--- config.mk ---
export PLATFORM = sky130hd
export DESIGN_NAME = beam_scan_controller
export DESIGN_NICKNAME = d
export VERILOG_FILES = /design/src/rtl/beam_scan_controller.sv
export SDC_FILE = /design/constraint.sdc
export NUM_CORES = 1
export LEC_CHECK = 0
export ABC_AREA = 1
export CELL_PAD_IN_SITES_DETAIL_PLACEMENT = 0
export CELL_PAD_IN_SITES_GLOBAL_PLACEMENT = 2
export CORE_MARGIN = 5
export CORE_UTILIZATION = 34
export DETAILED_ROUTE_END_ITERATION = 12
export PLACE_DENSITY_LB_ADDON = 0.1
export SETUP_SLACK_MARGIN = 0.02
export SLEW_MARGIN = 25
export SYNTH_ARGS = -nofsm -noshare
export SYNTH_HDL_FRONTEND = slang
export SYNTH_SLANG_ARGS = --single-unit
--- constraint.sdc ---
create_clock -name clk -period 6.7 [get_ports clk]
set_input_delay 1.675 -clock clk [delete_from_list [all_inputs] [get_ports clk]]
set_output_delay 1.675 -clock clk [all_outputs]
set_load 0.01 [all_outputs]
--- src/rtl/beam_scan_controller.sv ---
// Steering sweep controller: walks delay_select through every direction, integrates |beam_sum|
// per direction after a settle period, then locks onto the loudest one.
module beam_scan_controller #(
  parameter int SUM_W          = 22,
  parameter int NUM_DIR        = 32,
  parameter int SETTLE_SAMPLES = 32,
  parameter int WINDOW_LOG2    = 10,
  parameter int ACC_W          = SUM_W + WINDOW_LOG2
) (
  input  logic                    clk,
  input  logic                    rst,
  input  logic                    start,
  input  logic                    abort,
  input  logic                    manual_en,
  input  logic [4:0]              manual_dir,
  input  logic                    sample_valid,
  input  logic signed [SUM_W-1:0] beam_sum,
  output logic [4:0]              delay_select,
  output logic                    busy,
  output logic                    done,
  output logic [ACC_W-1:0]        dir_energy,
  output logic                    dir_energy_valid,
  output logic [4:0]              best_dir,
  output logic [ACC_W-1:0]        best_energy
);

  typedef enum logic [2:0] {IDLE, SETTLE, MEASURE, COMPARE, LOCK} state_t;

  localparam int SET_W = $clog2(SETTLE_SAMPLES);
  localparam int CNT_W = ((SET_W > WINDOW_LOG2) ? SET_W : WINDOW_LOG2) + 1;
  localparam logic [CNT_W-1:0] SETTLE_LAST = CNT_W'(SETTLE_SAMPLES - 1);
  localparam logic [CNT_W-1:0] WIN_LAST    = CNT_W'((1 << WINDOW_LOG2) - 1);
  localparam logic [4:0]       LAST_DIR    = 5'(NUM_DIR - 1);

  state_t             state_q, state_d;
  logic [4:0]         dir_idx_q, dir_idx_d;
  logic [CNT_W-1:0]   cnt_q, cnt_d;
  logic [ACC_W-1:0]   acc_q, acc_d;
  logic [4:0]         cand_dir_q, cand_dir_d;
  logic [ACC_W-1:0]   cand_energy_q, cand_energy_d;
  logic [4:0]         delay_select_q, delay_select_d;
  logic               busy_q, busy_d;
  logic               done_q, done_d;
  logic [ACC_W-1:0]   dir_energy_q, dir_energy_d;
  logic               dir_energy_valid_q, dir_energy_valid_d;
  logic [4:0]         best_dir_q, best_dir_d;
  logic [ACC_W-1:0]   best_energy_q, best_energy_d;
  logic [SUM_W-1:0]   mag;

  // Unsigned magnitude: the most negative input maps to 2^(SUM_W-1) without wrapping.
  assign mag = SUM_W'(beam_sum[SUM_W-1] ? -beam_sum : beam_sum);

  always_comb begin
    state_d            = state_q;
    dir_idx_d          = dir_idx_q;
    cnt_d              = cnt_q;
    acc_d              = acc_q;
    cand_dir_d         = cand_dir_q;
    cand_energy_d      = cand_energy_q;
    delay_select_d     = delay_select_q;
    dir_energy_d       = dir_energy_q;
    best_dir_d         = best_dir_q;
    best_energy_d      = best_energy_q;
    done_d             = 1'b0;
    dir_energy_valid_d = 1'b0;
    if (abort && state_q != IDLE) begin
      state_d = IDLE;
    end else begin
      case (state_q)
        IDLE: begin
          delay_select_d = manual_en ? manual_dir : best_dir_q;
          if (start && !manual_en) begin
            dir_idx_d      = '0;
            delay_select_d = '0;
            cnt_d          = '0;
            state_d        = SETTLE;
          end
        end
        SETTLE: if (sample_valid) begin
          if (cnt_q == SETTLE_LAST) begin
            acc_d   = '0;
            cnt_d   = '0;
            state_d = MEASURE;
          end else begin
            cnt_d = cnt_q + 1'b1;
          end
        end
        MEASURE: if (sample_valid) begin
          acc_d = acc_q + ACC_W'(mag);
          if (cnt_q == WIN_LAST) state_d = COMPARE;
          else                   cnt_d   = cnt_q + 1'b1;
        end
        COMPARE: begin
          dir_energy_d       = acc_q;
          dir_energy_valid_d = 1'b1;
          // Strict compare: on a tie the earlier (lower) direction wins.
          if (dir_idx_q == '0 || acc_q > cand_energy_q) begin
            cand_dir_d    = dir_idx_q;
            cand_energy_d = acc_q;
          end
          if (dir_idx_q == LAST_DIR) begin
            state_d = LOCK;
          end else begin
            dir_idx_d      = dir_idx_q + 1'b1;
            delay_select_d = dir_idx_q + 1'b1;
            cnt_d          = '0;
            state_d        = SETTLE;
          end
        end
        LOCK: begin
          best_dir_d     = cand_dir_q;
          best_energy_d  = cand_energy_q;
          delay_select_d = cand_dir_q;
          done_d         = 1'b1;
          state_d        = IDLE;
        end
        default: state_d = IDLE;
      endcase
    end
    busy_d = (state_d == SETTLE) || (state_d == MEASURE) || (state_d == COMPARE);
  end

  always_ff @(posedge clk) begin
    if (rst) begin
      state_q            <= IDLE;
      dir_idx_q          <= '0;
      cnt_q              <= '0;
      acc_q              <= '0;
      cand_dir_q         <= '0;
      cand_energy_q      <= '0;
      delay_select_q     <= '0;
      busy_q             <= 1'b0;
      done_q             <= 1'b0;
      dir_energy_q       <= '0;
      dir_energy_valid_q <= 1'b0;
      best_dir_q         <= '0;
      best_energy_q      <= '0;
    end else begin
      state_q            <= state_d;
      dir_idx_q          <= dir_idx_d;
      cnt_q              <= cnt_d;
      acc_q              <= acc_d;
      cand_dir_q         <= cand_dir_d;
      cand_energy_q      <= cand_energy_d;
      delay_select_q     <= delay_select_d;
      busy_q             <= busy_d;
      done_q             <= done_d;
      dir_energy_q       <= dir_energy_d;
      dir_energy_valid_q <= dir_energy_valid_d;
      best_dir_q         <= best_dir_d;
      best_energy_q      <= best_energy_d;
    end
  end

  assign delay_select     = delay_select_q;
  assign busy             = busy_q;
  assign done             = done_q;
  assign dir_energy       = dir_energy_q;
  assign dir_energy_valid = dir_energy_valid_q;
  assign best_dir         = best_dir_q;
  assign best_energy      = best_energy_q;

endmodule

# Yosys cells after proc, flatten, opt, wreduce, memory -nomap -nowiden
# Cells that the tools add are included.
[word_totals]
input_bits = 33
out_inout_bits = 77
regBits = 165
[classes]
magnitude_cmp = 1
n_eq_ne = 16
n_mux = 28
add_sub_neg = 4
reduce_logical = 21
bitwise = 1
[ops]
columns = ["operator", "count"]
rows = [
  ["two-way mux 32 bit", 3],
  ["two-way mux 11 bit", 6],
  ["case mux 32 bit (2 select lines)", 1],
  ["case mux 11 bit (4 select lines)", 1],
  ["adder 32 x 22 -> 32 bit", 1],
  ["greater-than comparator 32 bit", 1],
  ["two-way mux 22 bit", 1],
  ["negation 22 bit", 1],
  ["two-way mux 3 bit", 7],
  ["two-way mux 5 bit", 4],
  ["case mux 5 bit (3 select lines)", 1],
  ["equality test 3 x 2 -> 1 bit (second input constant)", 4],
  ["inequality test 2 bit (second input constant)", 6],
  ["case mux 3 bit (4 select lines)", 1],
  ["adder 11 x 1 -> 11 bit (second input constant)", 1],
  ["equality test 11 x 10 -> 1 bit (second input constant)", 1],
  ["equality test 11 x 5 -> 1 bit (second input constant)", 1],
  ["case mux 5 bit (2 select lines)", 1],
  ["AND reduction 7 bit", 1],
  ["equality test 3 x 1 -> 1 bit (second input constant)", 2],
  ["AND reduction 3 bit", 2],
  ["nonzero test 3 bit", 2],
  ["adder 5 x 1 -> 5 bit (second input constant)", 1],
  ["equality test 5 bit (second input constant)", 1],
  ["other kinds (14)", 20],
]

# Logic depth before layout (Yosys ltp)
[logic_depth]
word_depth = 8
depth_mapped = 22
ltp_nobuf = 22

# Worst setup path before layout
# OpenSTA, ideal clock, no wires.
[synth_timing]
path_kind = "in2reg"
from = "in beam_sum[1]"
to = "reg acc_q[26]"
setup_ps = 113
path_slack_ps = 2372
stages = 21
t_arrival_ps = 4215
n_path_buf = 0
cell_sequence = "inv_1 > ha_1 > inv_1 > nor3_1 > nand3_1 > nor3_1 > nand2_1 > nor2_1 > nor2_1 > xor2_1 > ha_1 > nand2_1 > nor2_1 > inv_1 > nor3_1 > nand3_1 > nand3_1 > and3_1 > nand2_1 > nand2_1 > nor2_1"
[synth_between]
elab_chain_cells = 5
[synth_lines]
columns = ["item", "line_no", "source"]
rows = [
  ["from (decl)", "17", "input logic signed [SUM_W-1:0] beam_sum,"],
  ["negation 22 bit", "51", "assign mag = SUM_W'(beam_sum[SUM_W-1] ? -beam_sum : beam_sum);"],
  ["two-way mux 22 bit *", "51", ""],
  ["adder 32 x 22 -> 32 bit *", "89", "acc_d = acc_q + ACC_W'(mag);"],
  ["two-way mux 32 bit *", "88", "MEASURE: if (sample_valid) begin"],
  ["case mux 32 bit (2 select lines) *", "69", "case (state_q)"],
  ["to (signal assigned)", "128", "acc_q <= '0;"],
  ["to (signal assigned)", "142", "acc_q <= acc_d;"],
  ["to (decl)", "38", "logic [ACC_W-1:0] acc_q, acc_d;"],
]
# Every way passes the cells marked *; elsewhere a longest branch is shown, timed or not. The select of a mux whose other input is x is not followed.
# A chain may end at the register's enable or synchronous reset.

# Worst setup path after layout
[layout_timing]
from = "in beam_sum[0]"
to = "reg acc_q[26]"
# The elaborated chain is that of the path after synthesis.

==> flow_summary.json <==
{
  "status": "finished clean",
  "worstSetupStartpointType": "input port",
  "wirelength_um": 28260,
  "fp.coreArea_um2": 26950,
  "yosys_warnings": 0,
  "synth_edf_count": 0,
  "syn_inst": 1336,
  "avgRoutedWirePerCell_um": 15.93,
  "syn-cell-area_um2": 9313,
  "synth_flop_cell": "dfxtp_1",
  "ctsHoldBuffers": 0,
  "die_x_um": 175.5,
  "route.detailed.drc": 0,
  "fmax_ghz": 0.2030,
  "seq_area_um2": 3303,
  "cts_sinks": 165,
  "grt_max_degree": 63,
  "async_flop_share_pct": 0,
  "dieArea_um2": 30800,
  "max_stage_delay_ps": 450,
  "period_share_pct": 73.52,
  "grt_first_pass_wirelength_um": 45080,
  "numPortBuffers": 109,
  "avgViaCountPerCell": 4.823,
  "clockBufferDepth": 2,
  "dr.pass1.iters": 5,
  "path_class": "in -> reg",
  "slew_headroom_pct": 33.16,
  "power_frac_comb_pct": 8.8,
  "synth_cell_types": 48,
  "n_fill_cell": 2880,
  "critPathBufInv": 4,
  "grt_use_met3_pct": 2.174,
  "start_util_pct": 34.55,
  "htree_levels": 4,
  "p_seq_share_pct": 45.6,
  "cts_resized": 0,
  "p_clk_share_pct": 45.6,
  "arrival_ps": 5250,
  "grtUsageTotal_pct": 18.30,
  "grt_util_met2_pct": 29.35,
  "ir_worst_vdd_mv": 0.1772,
  "rsz0062_at_grt": "no",
  "fin_setup_tns_ps": 0,
  "antenna_found_initial": 0,
  "rows": 60,
  "yosys.area.top_type": "dfxtp_1",
  "syn-num-nets": 1434,
  "nNetsFinal": 1518,
  "min_path_type": "reg -> reg",
  "yosysTopAreaCellShare_pct": 35.47,
  "tightestPinTransition_ps": 1003,
  "drive_gt1_share_pct": 5.583,
  "numCtsBuffers": 17,
  "synth_area_leaders": "dfxtp_1 35%, nand2_1 10%, a21oi_1 8.8%",
  "multiInputGateArea_um2": 5236,
  "path_cells": "clkdlybuf4s50_1 -> inv_1 -> ha_1 -> inv_1 -> nor3_1 -> nand3_1 -> nor3_1 -> nand2_1 -> nor2_1 -> nor2_1 -> xor2_1 -> ha_1 -> nand2_1 -> nor2_1 -> inv_1 -> nor3_1 -> nand3_1 -> nand3_1 -> and3_1 -> nand2_1 -> nand2_1 -> nor2_1",
  "num_vias": 8556,
  "cts.clk_slew.worst_paths_ps": 70,
  "dpl.hpwl_um": 21180,
  "worst_ep_required_time_ps": 7030,
  "n_antenna_cell": 0,
  "p_leak_nw": 4.742,
  "drtIter0Drc": 530,
  "p_per_area_nw_per_um2": 193.7,
  "clkLatencyLatePin_ps": 430,
  "grt-busiest-layer": "met2",
  "cap_violations": 0,
  "p_switching_mw": 0.5824,
  "skew_ps": 18.18,
  "syn_avg_cell_area_um2": 6.971,
  "place_congestion": 0.8007,
  "internal-power_mw": 1.590,
  "crit_family": "simple AND/OR/NAND/NOR gates",
  "slew_viol_final": 0,
  "cts_tree": "built",
  "swShare_pct": 26.80,
  "cts_root_buf": "clkbuf_16",
  "seq_area_frac_synth_pct": 35.47,
  "grt_pass1_vias": 8181,
  "pin_count": 110,
  "power_mw": 2.173,
  "overflow": 0,
  "post-route-min-period_ps": 4926,
  "die_y_um": 175.5,
  "cts_setup_buffers": 0,
  "synth-seq-cells": 165,
  "grt_util_met1_pct": 26.31,
  "hold_viol_final": 0,
  "critPathCaptureType": "flop",
  "crit_slowest_cell": "clkdlybuf4s50_1",
  "ant_nets": 0,
  "setup_viol": 0,
  "critPathMaxFanout": 5,
  "area_delta_synth_final_pct": 20.42
}
through the flow:
stage	instance area (um2)	hold WS, ps	setup slack, ps	cells	utilization, %
final	11210	442.4	1774	1774	41.61
after global routing	11210	466.9	1366	1774	41.61
after floorplan	9313	447.2	2372	1336	-
after global placement	10630	435.1	1368	1742	39.45
after CTS	11210	447.5	1747	1774	41.61
after detailed placement	10630	435.9	1293	1742	39.45
cells in the final DEF, fill, tap and decap left out, types with 9 or more instances in the layout:
master           instances
a21oi_1                163
clkbuf_16               17
clkdlybuf4s50_1        109
dfxtp_1                165
ha_1                    64
inv_1                  132
inv_2                    9
nand2_1                260
nand3_1                 62
nand3b_1                23
nor2_1                 185
nor3_1                  15
o21ai_0                113
xor2_1                  23
cell families after synthesis:
kind of cell / after synthesis / share of synthesized area, %
simple gates: 585 / 27.54
compound gates: 300 / 16.96
mux: 1 / 0.1075
flops: 165 / 35.47
xor+xnor: 29 / 2.727
buf+inv: 191 / 8.384
fa+ha+maj: 65 / 8.814
layout make-up:
cell class	instances	share of cell area, %
clock buffer	19	3.950
clock inverter	13	1.250
inverter	141	4.719
multi-input combinational	980	46.69
sequential	165	29.45
tap	341	3.805
timing repair buffer	115	10.13
tightest hold or removal path, delay by kind of cell (launching register included):
family                 cells  cell delay, ps
DFF                        1             310
AOI/OAI and AO/OA          1              40
buffers and inverters      1              40
worst paths after layout:
path | start | to | slack, ps | cells after the start
worst max-delay path | beam_sum[0] | acc_q[26]$_SDFFE_PP0P_ | 1770 | 22
worst min-delay path | delay_select[2]$_SDFFE_PP0P_ | delay_select[2]$_SDFFE_PP0P_ | 440 | 2
worst max register to register | state_q[0]$_SDFF_PP0_ | cand_energy_q[3]$_SDFFE_PP0P_ | 3850 | 11
worst min register to register | delay_select[2]$_SDFFE_PP0P_ | delay_select[2]$_SDFFE_PP0P_ | 440 | 2
power groups by stage:
stage	sequential [mW]	combinational [mW]	clock, mW
finish	0.991	0.191	0.991
global route	0.991	0.215	1.06
floorplan	1.01	0.126	0
CTS	0.991	0.193	1.02
detailed placement	1.01	0.193	0
global placement	1.01	0.194	0
synthesized netlist by cell type, types with 8 or more instances:
master,number
a21oi_1,163
buf_2,16
clkbuf_1,20
dfxtp_1,165
ha_1,64
inv_1,133
inv_2,8
nand2_1,260
nand3_1,62
nand3b_1,23
nor2_1,186
nor3_1,15
o21ai_0,113
xor2_1,23
sequential cells by signal, indices dropped and copies added (netlist names):
| register | cells |
|---|---|
| dir_idx_q | 5 |
| cand_energy_q | 32 |
| state_q | 3 |
| acc_q | 32 |
| dir_energy_valid | 1 |
| best_dir | 5 |
| cand_dir_q | 5 |
| busy | 1 |
| done | 1 |
| best_energy | 32 |
| delay_select | 5 |
| cnt_q | 11 |
| dir_energy | 32 |
metal layers:
layer | wire length (um) | vias up
met5 | 0 | -
met4 | 247 | 0
met2 | 12720 | 146
met3 | 884 | 16
li1 | - | 4552
met1 | 14400 | 3842
(Power assumes the default switching activity.)
